$ cat src/rtl/mbox_arb_pkg.sv
// rtl/mbox_arb_pkg.sv - shared types and helpers for the MBOX cycle arbiter
package mbox_arb_pkg;

    localparam int REQ_CCA  = 0;
    localparam int REQ_CHAN = 1;
    localparam int REQ_EBOX = 2;

    typedef enum logic [1:0] {
        IDLE    = 2'd0,
        BUSY    = 2'd1,
        ERR     = 2'd2,
        PF_HOLD = 2'd3
    } tArbState;

    typedef enum logic [2:0] {
        ERR_NONE        = 3'd0,
        ERR_CSH_ADR_PAR = 3'd1,
        ERR_MB_PAR      = 3'd2,
        ERR_ADR_PAR     = 3'd3,
        ERR_NXM         = 3'd4,
        ERR_SBUS        = 3'd5
    } tMboxErr;

    // Simultaneous errors report the lowest code.
    function automatic tMboxErr pick_err(input logic csh, input logic mb,
                                         input logic adr, input logic sbus);
        if (csh)       return ERR_CSH_ADR_PAR;
        else if (mb)   return ERR_MB_PAR;
        else if (adr)  return ERR_ADR_PAR;
        else if (sbus) return ERR_SBUS;
        else           return ERR_NONE;
    endfunction

endpackage

$ cat src/rtl/mbox_prio_pick.sv
// rtl/mbox_prio_pick.sv - fixed-priority one-hot pick with EBOX starvation override
module mbox_prio_pick #(
    parameter int N_REQ = 3
) (
    input  logic [N_REQ-1:0] req,
    input  logic             forceEbox,
    output logic [N_REQ-1:0] win
);

    logic found;

    always_comb begin
        win   = '0;
        found = 1'b0;
        if (forceEbox && req[N_REQ-1]) begin
            win[N_REQ-1] = 1'b1;
        end else begin
            for (int i = 0; i < N_REQ; i++) begin
                if (req[i] && !found) begin
                    win[i] = 1'b1;
                    found  = 1'b1;
                end
            end
        end
    end

endmodule

$ cat src/rtl/mbox_cycle_arb.sv
// rtl/mbox_cycle_arb.sv - MBOX cycle arbiter: grant, start, await response/error/page fail/NXM
module mbox_cycle_arb #(
    parameter int N_REQ        = 3,
    parameter int RESP_TIMEOUT = 64,
    parameter int STARVE_MAX   = 4
) (
    input  logic             clk,
    input  logic             CROBAR,
    input  logic [N_REQ-1:0] req,
    output logic [N_REQ-1:0] grant,
    output logic             memStart,
    input  logic             memResp,
    input  logic             pfEboxHandle,
    input  logic             cshAdrParErr,
    input  logic             mbParErr,
    input  logic             adrParErr,
    input  logic             sbusErr,
    input  logic             errAck,
    input  logic             pfClr,
    output logic [N_REQ-1:0] done,
    output logic             errValid,
    output logic [2:0]       errCode,
    output logic             pageFailHold,
    output logic             eboxRetryReq,
    output logic             busy
);
    import mbox_arb_pkg::*;

    localparam int TW   = $clog2(RESP_TIMEOUT + 1);
    localparam int SW   = $clog2(STARVE_MAX + 1);
    localparam int EBOX = N_REQ - 1;

    tArbState         state, state_n;
    logic [N_REQ-1:0] grant_n, done_n, win;
    logic             mem_start_n, err_valid_n, pf_hold_n, retry_n;
    logic [2:0]       err_code_n;
    logic [TW-1:0]    timer, timer_n;
    logic [SW-1:0]    starve_cnt, starve_n;
    logic             any_err;

    assign any_err = cshAdrParErr | mbParErr | adrParErr | sbusErr;
    assign busy    = (state != IDLE);

    mbox_prio_pick #(.N_REQ(N_REQ)) u_pick (
        .req       (req),
        .forceEbox (starve_cnt == SW'(STARVE_MAX)),
        .win       (win)
    );

    // In IDLE a nonzero grant means arbitration already happened; the next edge starts the cycle.
    always_comb begin
        state_n     = state;
        grant_n     = grant;
        mem_start_n = 1'b0;
        done_n      = '0;
        err_valid_n = errValid;
        err_code_n  = errCode;
        pf_hold_n   = pageFailHold;
        retry_n     = 1'b0;
        timer_n     = timer;
        starve_n    = starve_cnt;
        case (state)
            IDLE: begin
                if (grant != '0) begin
                    state_n     = BUSY;
                    mem_start_n = 1'b1;
                    timer_n     = '0;
                end else if ((|req) && !errValid) begin
                    grant_n = win;
                    if (!req[EBOX] || win[EBOX])
                        starve_n = '0;
                    else if (starve_cnt != SW'(STARVE_MAX))
                        starve_n = starve_cnt + SW'(1);
                end
            end
            BUSY: begin
                timer_n = timer + TW'(1);
                if (any_err) begin
                    err_valid_n = 1'b1;
                    err_code_n  = pick_err(cshAdrParErr, mbParErr, adrParErr, sbusErr);
                    grant_n     = '0;
                    state_n     = ERR;
                end else if (pfEboxHandle && grant[EBOX]) begin
                    pf_hold_n = 1'b1;
                    grant_n   = '0;
                    state_n   = PF_HOLD;
                end else if (memResp) begin
                    done_n  = grant;
                    grant_n = '0;
                    state_n = IDLE;
                end else if (timer == TW'(RESP_TIMEOUT - 1)) begin
                    err_valid_n = 1'b1;
                    err_code_n  = ERR_NXM;
                    grant_n     = '0;
                    state_n     = ERR;
                end
            end
            ERR: begin
                if (errAck) begin
                    err_valid_n = 1'b0;
                    err_code_n  = ERR_NONE;
                    state_n     = IDLE;
                end
            end
            PF_HOLD: begin
                if (pfClr) begin
                    pf_hold_n = 1'b0;
                    retry_n   = 1'b1;
                    state_n   = IDLE;
                end
            end
            default: state_n = IDLE;
        endcase
    end

    always_ff @(posedge clk or posedge CROBAR) begin
        if (CROBAR) begin
            state        <= IDLE;
            grant        <= '0;
            memStart     <= 1'b0;
            done         <= '0;
            errValid     <= 1'b0;
            errCode      <= ERR_NONE;
            pageFailHold <= 1'b0;
            eboxRetryReq <= 1'b0;
            timer        <= '0;
            starve_cnt   <= '0;
        end else begin
            state        <= state_n;
            grant        <= grant_n;
            memStart     <= mem_start_n;
            done         <= done_n;
            errValid     <= err_valid_n;
            errCode      <= err_code_n;
            pageFailHold <= pf_hold_n;
            eboxRetryReq <= retry_n;
            timer        <= timer_n;
            starve_cnt   <= starve_n;
        end
    end

endmodule

$ cat config.mk
export PLATFORM = sky130hd
export DESIGN_NAME = mbox_cycle_arb
export DESIGN_NICKNAME = d
export VERILOG_FILES = /design/src/rtl/mbox_arb_pkg.sv /design/src/rtl/mbox_prio_pick.sv /design/src/rtl/mbox_cycle_arb.sv
export SDC_FILE = /design/constraint.sdc
export NUM_CORES = 1
export LEC_CHECK = 0
export CAP_MARGIN = 20
export CORE_MARGIN = 2
export CORE_UTILIZATION = 45
export DETAILED_ROUTE_END_ITERATION = 12
export GPL_TIMING_DRIVEN = 0
export PLACE_DENSITY = 0.73
export SETUP_SLACK_MARGIN = 0.15
export SYNTH_ARGS = -nofsm -noshare
export SYNTH_HDL_FRONTEND = slang
export SYNTH_SLANG_ARGS = --single-unit
$ cat constraint.sdc
create_clock -name clk -period 2.02 [get_ports clk]
set_clock_uncertainty 0.2 [all_clocks]
set_input_delay 0.404 -clock clk [delete_from_list [all_inputs] [get_ports clk]]
set_output_delay 0.404 -clock clk [all_outputs]
set_load 0.01 [all_outputs]
==> summary.txt <==
Clock network
  – Clock root buffer: clkbuf_4
  – Clock sinks: 25
  – H-tree depth: 1
  – Max Root-Sink Buffers: 2
  – Clock buffer count from CTS: 3
  – Worst skew pair latency: 0.30 ns
  – Worst-path clk slew: 0.13 ns
  – Post-CTS Hold Buffers: 0
  – CTS tree: yes

Synth
  – Mapped Cells: 114
  – Number of synthesized register bits: 25
  – Cell taking the most area after synthesis: dfrtp_1
  – Cell variety after synth: 37
  – Sequential fraction of the synthesis area: 0.5112
  – Area share of the largest cell type after synthesis: 0.5112
  – Syn_nets: 130
  – Syn Area/Cell: 10.73 um2
  – Top area cells in the synthesized netlist: dfrtp_1, ha_1, xor2_1, nand2_1, nor2_1
  – Total number of yosys warnings: 0
  – Area of the mapped netlist: 1224 um2

STA
  – Final worst setup slack: 0.1949 ns
  – Final Cycle Share: 0.9035
  – Hold violation count in the final report: 0
  – Final setup violation count: 0
  – RSZ-0062 raised after global routing: yes
  – Hold WS: 0.3410 ns
  – Actual slew at the worst max-slew pin: 0.9350 ns
  – Final Max Slew Viols: 0
  – Min Clock Period, post-route: 1.825 ns
  – Slew Limit Headroom: 0.3760
  – Fmax achieved: 547.9 MHz
  – Setup TNS: 0 ns

Power and ir drop
  – Pwr Total: 2.000 mW
  – Pwr dens: 1175 nW/um2
  – Leakage: 0.8469 nW
  – VDD IR max: 831.7 uV

Die
  – Core Area: 2522 um2
  – DIE WIDTH: 56.15 um
  – # IOs: 27
  – Area of the die: 3152 um2
  – Die height: 56.15 um
  – Num rows: 18
  – Initial core utilization: 0.4851

Place
  – Port Buffers: 26
  – Final GP Congestion: 0.7677
  – Placement Setup Slack: -0.2041 ns
  – DPL Wire Length: 1860 um

Route
  – Vias per cell: 5.455
  – DRC viols: 0
  – Total number of vias: 1,031
  – Initial drt markers: 17
  – TritonRoute pass-1 iters: 4
  – WL/cell: 14.03 um
  – Final WL: 2652 um
  – Antenna-violating nets left: 0

Global routing
  – Largest net degree at the start of global routing: 26
  – First-pass GRT wire length: 4450 um
  – GRT Util Overall: 0.1788
  – Vias in the first global route: 1,025
  – Remaining Overflow, GRT: 0
  – Initial antenna violation count: 0

Layout
  – NumNets Final: 176
  – Area growth syn-to-layout: 39.06%
  – Share of post-route cells with drive strength above 1: 0.1887
  – Fill count: 205
  – Diode count: 0
  – FF/Latch Area: 629.4 um2
  – Post-layout util: 0.6746
  – Area of the multi-input gates: 581.8 um2

Critical path
  – Setup crit end kind: primary output
  – Critical path type: flip-flop to primary output
  – Crit path DAT: 1.22 ns
  – Worst setup SP type: flip-flop
  – WP data required: 1.42 ns
  – CP Max Fanout: 4

Flow run
  – Maxcap violations: 0

Min path
  – Hold WC Path Type: flip-flop to flip-flop

Status
  – Run status: complete, no violations
## registers in the layout, summed over array words and instances (netlist names), 2 cells and up
name,count
done,3
errCode,3
starve_cnt,3
timer,7
grant,3
state,2
## through the flow
| step | cell area (um2) | instances |
|---|---|---|
| floorplan | 1224 | 114 |
| global placement | 1521 | 170 |
| detailed placement | 1521 | 170 |
| CTS | 1629 | 185 |
| global route | 1702 | 189 |
| finish | 1702 | 189 |
## worst max-delay path: stages, from the launching register on
cell and delay [ns]:
dfrtp_2 0.44, or2_1 0.24, buf_6 0.13, buf_6 0.11
## area by class of cell
| type | instances | area share |
|---|---|---|
| Sequential cell | 25 | 0.3699 |
| Timing Repair Buffer | 41 | 0.2279 |
| Buffer | 2 | 0.009559 |
| Inverter | 6 | 0.01324 |
| Tap cell | 30 | 0.02206 |
| Clock buffer | 4 | 0.01544 |
| Multi-Input combinational cell | 81 | 0.3419 |
## synthesized netlist by cell type
cell and n:
o311ai_1 1, nor3b_1 1, or2b_1 2, o21ai_1 1, nand3_1 3, dfrtp_1 25, a21oi_1 2, and3_1 2
xor2_1 4, or2_1 1, and4_1 2, o2bb2ai_1 2, buf_6 1, or3_1 3, ha_1 3, nand2b_1 2
and2b_1 1, a21o_1 3, inv_1 6, clkbuf_1 1, nor2b_1 1, a32o_1 3, nand2_1 9, nor4b_4 1
o31ai_1 1, o22ai_1 1, nand3b_1 1, nor3_1 2, o22ai_2 1, o211ai_1 2, mux2i_1 3, nand4_1 5
nor2_1 9, nor4_4 1, o21ai_0 6, a31oi_1 1, and2_1 1
## power breakdown
group          internal [mW]  switching (mW)
clock network         0.0769           0.137
logic                  0.556           0.491
registers              0.648          0.0914
total                   1.28           0.719
## kinds of logic after synthesis
| group | count (synthesis) | synth area share |
|---|---|---|
| AO/OA/AOI/OAI | 24 | 0.1401 |
| buffers and inverters | 8 | 0.03067 |
| XOR/XNOR | 4 | 0.02863 |
| adder cells (fa/ha/maj) | 3 | 0.03068 |
| multiplexers | 3 | 0.02454 |
| flip-flops | 25 | 0.5112 |
| AND/OR/NAND/NOR | 47 | 0.2342 |
## final timing paths
check | startpoint | to | slack (ns) | cells after the start
setup / recovery | state[0]$_DFFE_PP0P_ | busy | 0.19 | 3
hold / removal | pageFailHold$_DFFE_PP0P_ | pageFailHold$_DFFE_PP0P_ | 0.34 | 2
setup reg to reg | state[0]$_DFFE_PP0P_ | state[0]$_DFFE_PP0P_ | 0.23 | 7
hold reg to reg | pageFailHold$_DFFE_PP0P_ | pageFailHold$_DFFE_PP0P_ | 0.34 | 2
max in group asynchronous | CROBAR | grant[2]$_DFFE_PP0P_ | 0.60 | 2
min in group asynchronous | CROBAR | timer[6]$_DFFE_PP0P_ | 0.39 | 2
## routing by layer
layer  wire [um]  track usage  vias up
li1            -            -      503
met1        1215       0.2292      503
met2        1307       0.3042       23
met3         116      0.03256        2
met4          12      0.05782        0
met5           0            0        -
## cells in the final DEF (no fill, tap or decap), drive strengths merged, types with 3 or more instances in the layout
cell and n:
nand3 3, o21ai 7, clkbuf 4, a21o 3, nand4 5, nand2 9, clkdlybuf4s50 18, xor2 4
a32o 3, dlymetal6s2s 6, inv 6, dfrtp 25, nor2 9, buf 18, mux2i 3, or3 3
ha 3
## repair_timing
item                       4_1_cts  5_1_grt
resized for setup                9       13
setup endpoints to repair        9       17
pin swaps                        2        3
buffers inserted                11        4
No activity file was read; power rests on OpenSTA's default activity.
